==> config.mk <==
export PLATFORM = sky130hd
export DESIGN_NAME = decode_stage
export DESIGN_NICKNAME = d
export VERILOG_FILES = /design/src/rtl/decode_stage.sv
export SDC_FILE = /design/constraint.sdc
export NUM_CORES = 2
export LEC_CHECK = 0
export BUFFER_PORTS_ARGS = -buffer_cell sky130_fd_sc_hd__buf_2
export CAP_MARGIN = 20
export CORE_ASPECT_RATIO = 0.5
export CORE_MARGIN = 2
export CORE_UTILIZATION = 55
export DETAILED_ROUTE_END_ITERATION = 8
export GPL_TIMING_DRIVEN = 0
export PLACE_DENSITY = 0.81
export SLEW_MARGIN = 5
export SYNTH_ARGS = -nofsm -noshare
export SYNTH_HDL_FRONTEND = slang
export SYNTH_SLANG_ARGS = --single-unit
==> constraint.sdc <==
create_clock -name clk -period 68.3 [get_ports clk]
set_input_delay 3.415 -clock clk [delete_from_list [all_inputs] [get_ports clk]]
set_output_delay 3.415 -clock clk [all_outputs]
set_load 0.01 [all_outputs]
==> src/rtl/decode_stage.sv <==
// Decode stage of a five-stage RV32I pipeline: register file with write-through
// bypass, main/ALU control decoding, immediate extension and the D/E register.
module decode_stage #(
  parameter int XLEN  = 32,
  parameter int NREGS = 32
) (
  input  logic            clk,
  input  logic            rst,
  input  logic [31:0]     InstrD,
  input  logic [XLEN-1:0] PCD,
  input  logic [XLEN-1:0] PCPlus4D,
  input  logic            RegWriteW,
  input  logic [4:0]      RdW,
  input  logic [XLEN-1:0] ResultW,
  input  logic            FlushE,
  input  logic            StallE,
  output logic [XLEN-1:0] RD1E,
  output logic [XLEN-1:0] RD2E,
  output logic [XLEN-1:0] ImmExtE,
  output logic [XLEN-1:0] PCE,
  output logic [XLEN-1:0] PCPlus4E,
  output logic [4:0]      Rs1E,
  output logic [4:0]      Rs2E,
  output logic [4:0]      RdE,
  output logic            RegWriteE,
  output logic            MemWriteE,
  output logic            JumpE,
  output logic            BranchE,
  output logic            ALUSrcE,
  output logic [1:0]      ResultSrcE,
  output logic [2:0]      ALUControlE
);

  localparam logic [6:0] OP_LW   = 7'b0000011;
  localparam logic [6:0] OP_SW   = 7'b0100011;
  localparam logic [6:0] OP_R    = 7'b0110011;
  localparam logic [6:0] OP_BEQ  = 7'b1100011;
  localparam logic [6:0] OP_IALU = 7'b0010011;
  localparam logic [6:0] OP_JAL  = 7'b1101111;

  localparam logic [2:0] ALU_ADD = 3'b000;
  localparam logic [2:0] ALU_SUB = 3'b001;
  localparam logic [2:0] ALU_AND = 3'b010;
  localparam logic [2:0] ALU_OR  = 3'b011;
  localparam logic [2:0] ALU_SLT = 3'b101;

  typedef struct packed {
    logic [XLEN-1:0] rd1;
    logic [XLEN-1:0] rd2;
    logic [XLEN-1:0] imm;
    logic [XLEN-1:0] pc;
    logic [XLEN-1:0] pc_plus4;
    logic [4:0]      rs1;
    logic [4:0]      rs2;
    logic [4:0]      rd;
    logic            reg_write;
    logic            mem_write;
    logic            jump;
    logic            branch;
    logic            alu_src;
    logic [1:0]      result_src;
    logic [2:0]      alu_control;
  } de_t;

  logic [6:0] opcode;
  logic [2:0] funct3;
  logic       funct7_b5;
  logic [4:0] rs1;
  logic [4:0] rs2;
  logic [4:0] rd;

  assign opcode    = InstrD[6:0];
  assign funct3    = InstrD[14:12];
  assign funct7_b5 = InstrD[30];
  assign rs1       = InstrD[19:15];
  assign rs2       = InstrD[24:20];
  assign rd        = InstrD[11:7];

  // ---------------- register file ----------------
  logic [XLEN-1:0] regs [NREGS];
  logic            wr_active;

  assign wr_active = RegWriteW && (RdW != 5'd0);

  generate
    for (genvar gi = 0; gi < NREGS; gi++) begin : g_reg
      always_ff @(posedge clk or posedge rst) begin
        if (rst) begin
          regs[gi] <= '0;
        end else if (gi != 0 && wr_active && RdW == 5'(gi)) begin
          regs[gi] <= ResultW;
        end
      end
    end
  endgenerate

  logic [XLEN-1:0] rd1_val;
  logic [XLEN-1:0] rd2_val;

  // Writeback lands on the same edge that loads D/E, so forward it here.
  always_comb begin
    rd1_val = '0;
    rd2_val = '0;
    if (rs1 != 5'd0) rd1_val = (wr_active && RdW == rs1) ? ResultW : regs[rs1];
    if (rs2 != 5'd0) rd2_val = (wr_active && RdW == rs2) ? ResultW : regs[rs2];
  end

  // ---------------- main decoder ----------------
  logic       reg_write;
  logic [1:0] imm_src;
  logic       alu_src;
  logic       mem_write;
  logic [1:0] result_src;
  logic       branch;
  logic [1:0] alu_op;
  logic       jump;

  always_comb begin
    reg_write  = 1'b0;
    imm_src    = 2'b00;
    alu_src    = 1'b0;
    mem_write  = 1'b0;
    result_src = 2'b00;
    branch     = 1'b0;
    alu_op     = 2'b00;
    jump       = 1'b0;
    case (opcode)
      OP_LW: begin
        reg_write  = 1'b1;
        alu_src    = 1'b1;
        result_src = 2'b01;
      end
      OP_SW: begin
        imm_src   = 2'b01;
        alu_src   = 1'b1;
        mem_write = 1'b1;
      end
      OP_R: begin
        reg_write = 1'b1;
        alu_op    = 2'b10;
      end
      OP_BEQ: begin
        imm_src = 2'b10;
        branch  = 1'b1;
        alu_op  = 2'b01;
      end
      OP_IALU: begin
        reg_write = 1'b1;
        alu_src   = 1'b1;
        alu_op    = 2'b10;
      end
      OP_JAL: begin
        reg_write  = 1'b1;
        imm_src    = 2'b11;
        result_src = 2'b10;
        jump       = 1'b1;
      end
      default: ;
    endcase
  end

  // ---------------- ALU decoder ----------------
  logic [2:0] alu_control;

  always_comb begin
    alu_control = ALU_ADD;
    case (alu_op)
      2'b01: alu_control = ALU_SUB;
      2'b10: begin
        case (funct3)
          3'b000:  alu_control = (opcode[5] && funct7_b5) ? ALU_SUB : ALU_ADD;
          3'b010:  alu_control = ALU_SLT;
          3'b110:  alu_control = ALU_OR;
          3'b111:  alu_control = ALU_AND;
          default: alu_control = ALU_ADD;
        endcase
      end
      default: alu_control = ALU_ADD;
    endcase
  end

  // ---------------- immediate extender ----------------
  logic [31:0] imm_ext;

  always_comb begin
    case (imm_src)
      2'b00:   imm_ext = {{20{InstrD[31]}}, InstrD[31:20]};
      2'b01:   imm_ext = {{20{InstrD[31]}}, InstrD[31:25], InstrD[11:7]};
      2'b10:   imm_ext = {{20{InstrD[31]}}, InstrD[7], InstrD[30:25], InstrD[11:8], 1'b0};
      default: imm_ext = {{12{InstrD[31]}}, InstrD[19:12], InstrD[20], InstrD[30:21], 1'b0};
    endcase
  end

  // ---------------- D/E pipeline register ----------------
  de_t de_next;
  de_t de_reg;

  always_comb begin
    de_next             = '0;
    de_next.rd1         = rd1_val;
    de_next.rd2         = rd2_val;
    de_next.imm         = XLEN'(imm_ext);
    de_next.pc          = PCD;
    de_next.pc_plus4    = PCPlus4D;
    de_next.rs1         = rs1;
    de_next.rs2         = rs2;
    de_next.rd          = rd;
    de_next.reg_write   = reg_write;
    de_next.mem_write   = mem_write;
    de_next.jump        = jump;
    de_next.branch      = branch;
    de_next.alu_src     = alu_src;
    de_next.result_src  = result_src;
    de_next.alu_control = alu_control;
  end

  // Flush beats stall so a squashed slot never lingers behind a held stage.
  always_ff @(posedge clk or posedge rst) begin
    if (rst) begin
      de_reg <= '0;
    end else if (FlushE) begin
      de_reg <= '0;
    end else if (!StallE) begin
      de_reg <= de_next;
    end
  end

  assign RD1E        = de_reg.rd1;
  assign RD2E        = de_reg.rd2;
  assign ImmExtE     = de_reg.imm;
  assign PCE         = de_reg.pc;
  assign PCPlus4E    = de_reg.pc_plus4;
  assign Rs1E        = de_reg.rs1;
  assign Rs2E        = de_reg.rs2;
  assign RdE         = de_reg.rd;
  assign RegWriteE   = de_reg.reg_write;
  assign MemWriteE   = de_reg.mem_write;
  assign JumpE       = de_reg.jump;
  assign BranchE     = de_reg.branch;
  assign ALUSrcE     = de_reg.alu_src;
  assign ResultSrcE  = de_reg.result_src;
  assign ALUControlE = de_reg.alu_control;

endmodule

=== After elaboration in Yosys (flattened, before gate mapping) ===
Index checks and enable logic that the tools add are counted.

* Flip-flop bits (word level): 1177
* Input bits: 138
* Output and inout bits: 185
* Logic and storage cells: 164

* Magnitude comparators: 2
* Eq/ne operators: 47
* Multiplexer cells: 24
* Bitwise gates (word level): 2
* Reduce and logical (&&, ||, !) cells: 43

{| class="wikitable"
|+ Operators by type and width
! kind !! number
|-
| $mux W185 || 2
|-
| $bmux W32 S5 || 2
|-
| $mux W32 || 8
|-
| $eq A5 B5 Y1 const B || 16
|-
| $pmux W20 S3 || 1
|-
| $eq A5 B4 Y1 const B || 8
|-
| $logic_and A1 B1 Y1 || 35
|-
| $eq A5 B3 Y1 const B || 4
|-
| $reduce_bool A5 Y1 || 3
|-
| $eq A7 B6 Y1 const B || 2
|-
| $eq A7 B7 Y1 const B || 2
|-
| $ge A6 B6 Y1 const B || 2
|-
| $not A5 Y6 || 2
|-
| $pmux W3 S4 || 1
|-
| $eq A5 B2 Y1 const B || 2
|-
| $eq A5 B5 Y1 || 2
|-
| $pmux W2 S2 || 2
|-
| $eq A7 B2 Y1 const B || 1
|-
| $eq A7 B5 Y1 const B || 1
|-
| $eq A3 B3 Y1 const B || 2
|-
| $mux W1 || 6
|-
| $pmux W2 S3 || 1
|-
| $pmux W3 S2 || 1
|-
| $eq A5 B1 Y1 const B || 1
|-
| 9 further kinds || 11
|}

=== Logic depth before layout (Yosys ltp) ===
* Depth after elaboration: 8
* Mapped depth: 10
* Mapped depth without buffers: 8

=== Least setup slack after synthesis ===
OpenSTA, ideal clock, no wires.

* Path type: input -> register
* From: in InstrD[20]
* To: reg de_reg (netlist bit RD2E[11])
* Setup time: 138 ps
* Arrival: 5062 ps
* Data required time: 68162 ps
* Setup slack: 63099 ps
* Stages: 8
* Path buffers: 3
* Cell sequence: buf_4 -> buf_4 -> buf_2 -> mux4_2 -> nand3_1 -> nand3_1 -> a222oi_1 -> o21ai_0

* Cells in the longest elaborated chain, start to end: 8
* Elaborated cells on any way between the ends: 11
* Classes of those cells: 1 x eq/ne; 7 x mux; 1 x bitwise; 2 x reduce/logical

{| class="wikitable"
|+ Ends and longest elaborated chain
! what !! RTL line !! source
|-
| start: declaration || 9 || <nowiki>input logic [31:0] InstrD,</nowiki>
|-
| $not A5 Y6 (not written as such) || 105 || <nowiki>if (rs2 != 5'd0) rd2_val = (wr_active && RdW == rs2) ? ResultW : regs[rs2];</nowiki>
|-
| $bmux W32 S5 || 105 ||
|-
| $mux W32 (not written as such) (2 in series) || 105 ||
|-
| $mux W32 || 105 ||
|-
| $mux W32 * || 105 ||
|-
| $mux W185 * || 223 || <nowiki>end else if (!StallE) begin</nowiki>
|-
| $mux W185 * || 221 || <nowiki>end else if (FlushE) begin</nowiki>
|-
| end signal: assignment || 224 || <nowiki>de_reg <= de_next;</nowiki>
|-
| end: declaration || 196 || <nowiki>de_t de_reg;</nowiki>
|}

Mark *: on every way between the ends. The rest lies on a longest branch, timed or not. The select of a mux whose other input is x is not followed.
A chain may end at the register's enable or synchronous reset.

=== Worst setup path in the final report ===
* From: in InstrD[22]
* To: reg de_reg (netlist bit RD2E[18])

The elaborated chain is that of the path after synthesis.

==> PnR_summary.wiki <==
{| class="wikitable"
! Metric !! Value
|-
| Setup crit start kind || input pin
|-
| Crit-path max FO || 11
|-
| Final Routed Wirelength || 314000 um
|-
| CTS buffer count || 107
|-
| Post-route total power || 2.04 mW
|-
| Clk_skew || 0.0331 ns
|-
| Library cell used as clock root buffer || sky130_fd_sc_hd__clkbuf_16
|-
| Number of flip-flops and latches in the synthesized netlist || 1165
|-
| Result of the run || finished clean
|-
| Total negative setup slack || 0 ns
|-
| Unrepaired setup endpoints after global routing || no
|-
| # nets final || 5264
|-
| Core Region || 0.110 mm2
|-
| Endpoint class of the critical path || flop
|-
| Post-DR vias/cell || 7.53
|-
| Most area-consuming cells after synthesis || sky130_fd_sc_hd__dfrtp_1, sky130_fd_sc_hd__mux2_2, sky130_fd_sc_hd__mux4_2
|-
| H-Tree Depth || 3
|-
| Number of flops mapped to enable cells by yosys || 0
|-
| Start-to-end type of the worst setup path || input pin to flop
|-
| Detailed-router iteration count before antenna repair || 9
|-
| Post-cts resize count || 0
|-
| Average cell area after synthesis || 13.2 um2
|-
| Clock period minus final worst setup slack || 7.34 ns
|-
| Sequential share of the synthesized area || 47.7%
|-
| Remaining design rule violation count || 0
|-
| Required time of the critical path || 68.84 ns
|-
| Number of antenna violations at the first check in global routing || 34
|-
| YS warnings || 32
|-
| Final period utilization || 10.8%
|-
| Clock insertion delay at the later pin of the skew report || 0.78 ns
|-
| Type of the worst min-delay path || flop to flop
|-
| Most area-hungry cell type in the Yosys netlist || sky130_fd_sc_hd__dfrtp_1
|-
| Total via count after detailed routing || 50.9k
|-
| Synthesized cell area || 0.0611 mm2
|-
| Wirelength per Cell || 46.5 um
|-
| Transition time of the tightest slew-check pin || 1.41 ns
|-
| Die ar. || 0.114 mm2
|-
| Top achievable clock speed || 136 MHz
|-
| Largest net degree at the start of global routing || 124
|-
| Die outline height || 240 um
|-
| Number of routed nets with antenna violations || 0
|-
| Via count of the first global-routing pass || 47.4k
|-
| Final setup violation count || 0
|-
| Fraction of synthesis flops using an asynchronous set or reset pin || 100%
|-
| Peak supply drop || 0.0252 mV
|-
| Max-slew violation count || 0
|-
| Quantity of hold-fixing buffers added after cts || 0
|-
| Fin. Hold Viols || 0
|-
| DPL Wire Length || 230000 um
|-
| Total routing usage reported by global routing || 54.6%
|-
| First-pass GRT wire length || 410000 um
|-
| Count of different cell masters after synthesis || 67
|-
| Number of buffers on the longest clock path || 3
|-
| Static leakage || 31.5 nW
|-
| Sink count of the clock tree || 1165
|-
| Mapped Nets || 4774
|-
| Top_reg_cell synth || sky130_fd_sc_hd__dfrtp_1
|-
| Final estimated routing congestion in global placement || 1.10
|-
| Power Density || 29.4 mW/mm2
|-
| Count of pins on the block boundary || 323
|-
| Crit path DAT || 7.89 ns
|-
| CTS clock-pin slew for the worst setup and hold paths || 0.07 ns
|-
| Cells after synthesis || 4634
|-
| Initial Util || 55.5%
|-
| Post-synth top area share || 47.7%
|-
| Die boundary width || 475 um
|-
| Setup fix buffers added after clock tree synthesis || 0
|-
| Global route overflow || 0
|-
| Share of final-layout standard cells stronger than drive strength 1 || 41.2%
|-
| CTS tree || yes
|-
| 1st-iter DRT viols || 9349
|-
| Max capacitance violation total || 0
|-
| Count of standard-cell rows || 86
|-
| Area added between synthesis and finish || 13.7%
|-
| Slew Limit Headroom || 6.31%
|-
| IO buf count || 314
|}
-- cells by family after synthesis --
family	count (synthesis)	share of synthesized area, %
mux	1820	37.5
simple gates	529	4.20
fa+ha+maj	2	0.0410
buf+inv	489	3.62
xor+xnor	10	0.143
compound gates	619	6.75
flops	1165	47.7
-- state kept, by name, summed over array words and instances, names as in the netlist, 2 cells and up --
| signal | count |
|---|---|
| PCE | 32 |
| RD1E | 32 |
| Rs1E | 5 |
| ImmExtE | 21 |
| RD2E | 32 |
| regs | 992 |
| PCPlus4E | 32 |
| RdE | 5 |
| Rs2E | 5 |
| ALUControlE | 3 |
| ResultSrcE | 2 |
-- synth_stat cells, types with 4 or more instances --
| master | number |
|---|---|
| sky130_fd_sc_hd__o21ai_0 | 84 |
| sky130_fd_sc_hd__xnor2_1 | 8 |
| sky130_fd_sc_hd__a31oi_1 | 21 |
| sky130_fd_sc_hd__and2_1 | 4 |
| sky130_fd_sc_hd__a22oi_1 | 97 |
| sky130_fd_sc_hd__buf_4 | 46 |
| sky130_fd_sc_hd__a21oi_1 | 129 |
| sky130_fd_sc_hd__nor2b_1 | 52 |
| sky130_fd_sc_hd__a211oi_1 | 22 |
| sky130_fd_sc_hd__a32oi_1 | 8 |
| sky130_fd_sc_hd__mux2_2 | 1097 |
| sky130_fd_sc_hd__nand2_1 | 77 |
| sky130_fd_sc_hd__nand2b_1 | 28 |
| sky130_fd_sc_hd__a21o_1 | 4 |
| sky130_fd_sc_hd__nand4_1 | 10 |
| sky130_fd_sc_hd__a221oi_1 | 15 |
| sky130_fd_sc_hd__a222oi_1 | 14 |
| sky130_fd_sc_hd__o21ai_1 | 11 |
| sky130_fd_sc_hd__and2_0 | 14 |
| sky130_fd_sc_hd__inv_1 | 7 |
| sky130_fd_sc_hd__nor3_1 | 38 |
| sky130_fd_sc_hd__mux4_2 | 265 |
| sky130_fd_sc_hd__nand3_1 | 66 |
| sky130_fd_sc_hd__mux2_1 | 6 |
| sky130_fd_sc_hd__dfrtp_1 | 1165 |
| sky130_fd_sc_hd__o31a_1 | 20 |
| sky130_fd_sc_hd__clkbuf_1 | 228 |
| sky130_fd_sc_hd__buf_1 | 56 |
| sky130_fd_sc_hd__o22ai_1 | 108 |
| sky130_fd_sc_hd__a22o_1 | 10 |
| sky130_fd_sc_hd__o32ai_1 | 7 |
| sky130_fd_sc_hd__buf_2 | 149 |
| sky130_fd_sc_hd__nor2_1 | 200 |
| sky130_fd_sc_hd__o221ai_1 | 46 |
| sky130_fd_sc_hd__mux2i_1 | 452 |
| sky130_fd_sc_hd__nor4_1 | 12 |
| sky130_fd_sc_hd__a211o_1 | 8 |
-- worst paths after layout --
kind,slack (ns),cells past startpoint,from,to
max,60.96,7,InstrD[22],RD2E[18]
min,0.48,2,RD2E[30],RD2E[30]
max reg2reg,65.78,6,regs[530],RD2E[18]
min reg2reg,0.48,2,RD2E[30],RD2E[30]
max in group asynchronous,62.58,7,rst,regs[628]
min in group asynchronous,2.70,2,rst,ImmExtE[4]
-- power by group --
part / internal, mW / leakage [nW] / switching, mW
clock: 0.350 / 1.80 / 0.299
sequential: 0.811 / 15.0 / 0.104
combinational: 0.216 / 14.7 / 0.263
total: 1.38 / 31.5 / 0.666
-- area by class of cell --
type / count / area, um2
Fill cell: 8541 / 40600
Multi-Input combinational cell: 2980 / 29700
Sequential cell: 1165 / 29200
Clock buffer: 160 / 3190
Timing Repair Buffer: 381 / 2670
Buffer: 481 / 2200
Tap cell: 1496 / 1870
Clock inverter: 37 / 452
Antenna cell: 50 / 125
Inverter: 8 / 37.5
-- critical path, stage by stage --
cell and delay, ns:
sky130_fd_sc_hd__clkbuf_1 0.39, sky130_fd_sc_hd__buf_2 0.61, sky130_fd_sc_hd__buf_2 0.83, sky130_fd_sc_hd__nand2_1 0.54, sky130_fd_sc_hd__clkbuf_1 0.65, sky130_fd_sc_hd__o221ai_1 0.99, sky130_fd_sc_hd__o21ai_0 0.36
-- per-stage QoR --
stage / util (%) / cells / cell area [um2] / worst slack, ns / hold slack [ns]
2_1_floorplan: - / 4634 / 61100 / 32.07 / 0.477
3_3_place_gp: 58.6 / 6444 / 64500 / 20.05 / 0.460
3_5_place_dp: 59.4 / 6489 / 65300 / 60.74 / 0.466
4_1_cts: 62.7 / 6686 / 69000 / 61.52 / 0.481
5_1_grt: 63.0 / 6716 / 69300 / 61.39 / 0.499
6_report: 63.1 / 6758 / 69400 / 60.96 / 0.482
-- cells in the final DEF (no fill, tap or decap), types with 28 or more instances in the layout --
cell,synthesis,final
sky130_fd_sc_hd__nor2b_1,52,52
sky130_fd_sc_hd__buf_8,0,32
sky130_fd_sc_hd__buf_4,46,49
sky130_fd_sc_hd__a22oi_1,97,97
sky130_fd_sc_hd__clkbuf_1,228,242
sky130_fd_sc_hd__mux2_2,1097,1097
sky130_fd_sc_hd__a21oi_1,129,129
sky130_fd_sc_hd__nand3_1,66,66
sky130_fd_sc_hd__o22ai_1,108,108
sky130_fd_sc_hd__nand2b_1,28,28
sky130_fd_sc_hd__buf_2,149,472
sky130_fd_sc_hd__mux4_2,265,265
sky130_fd_sc_hd__nand2_1,77,77
sky130_fd_sc_hd__mux2i_1,452,452
sky130_fd_sc_hd__dfrtp_1,1165,1165
sky130_fd_sc_hd__nor3_1,38,36
sky130_fd_sc_hd__nor2_1,200,196
sky130_fd_sc_hd__o21ai_0,84,84
sky130_fd_sc_hd__diode_2,0,50
sky130_fd_sc_hd__clkbuf_8,0,29
sky130_fd_sc_hd__o221ai_1,46,46
sky130_fd_sc_hd__clkbuf_16,0,109
sky130_fd_sc_hd__buf_1,56,50
-- layer usage --
metal | routed length [um] | GRT usage [%] | up-vias
met3 | 64900 | 42.1 | 1049
li1 | - | - | 18465
met1 | 116000 | 68.7 | 26348
met5 | 757 | 0.981 | -
met2 | 114000 | 67.0 | 4983
met4 | 18400 | 25.3 | 17
No activity file was read; power rests on OpenSTA's default activity.
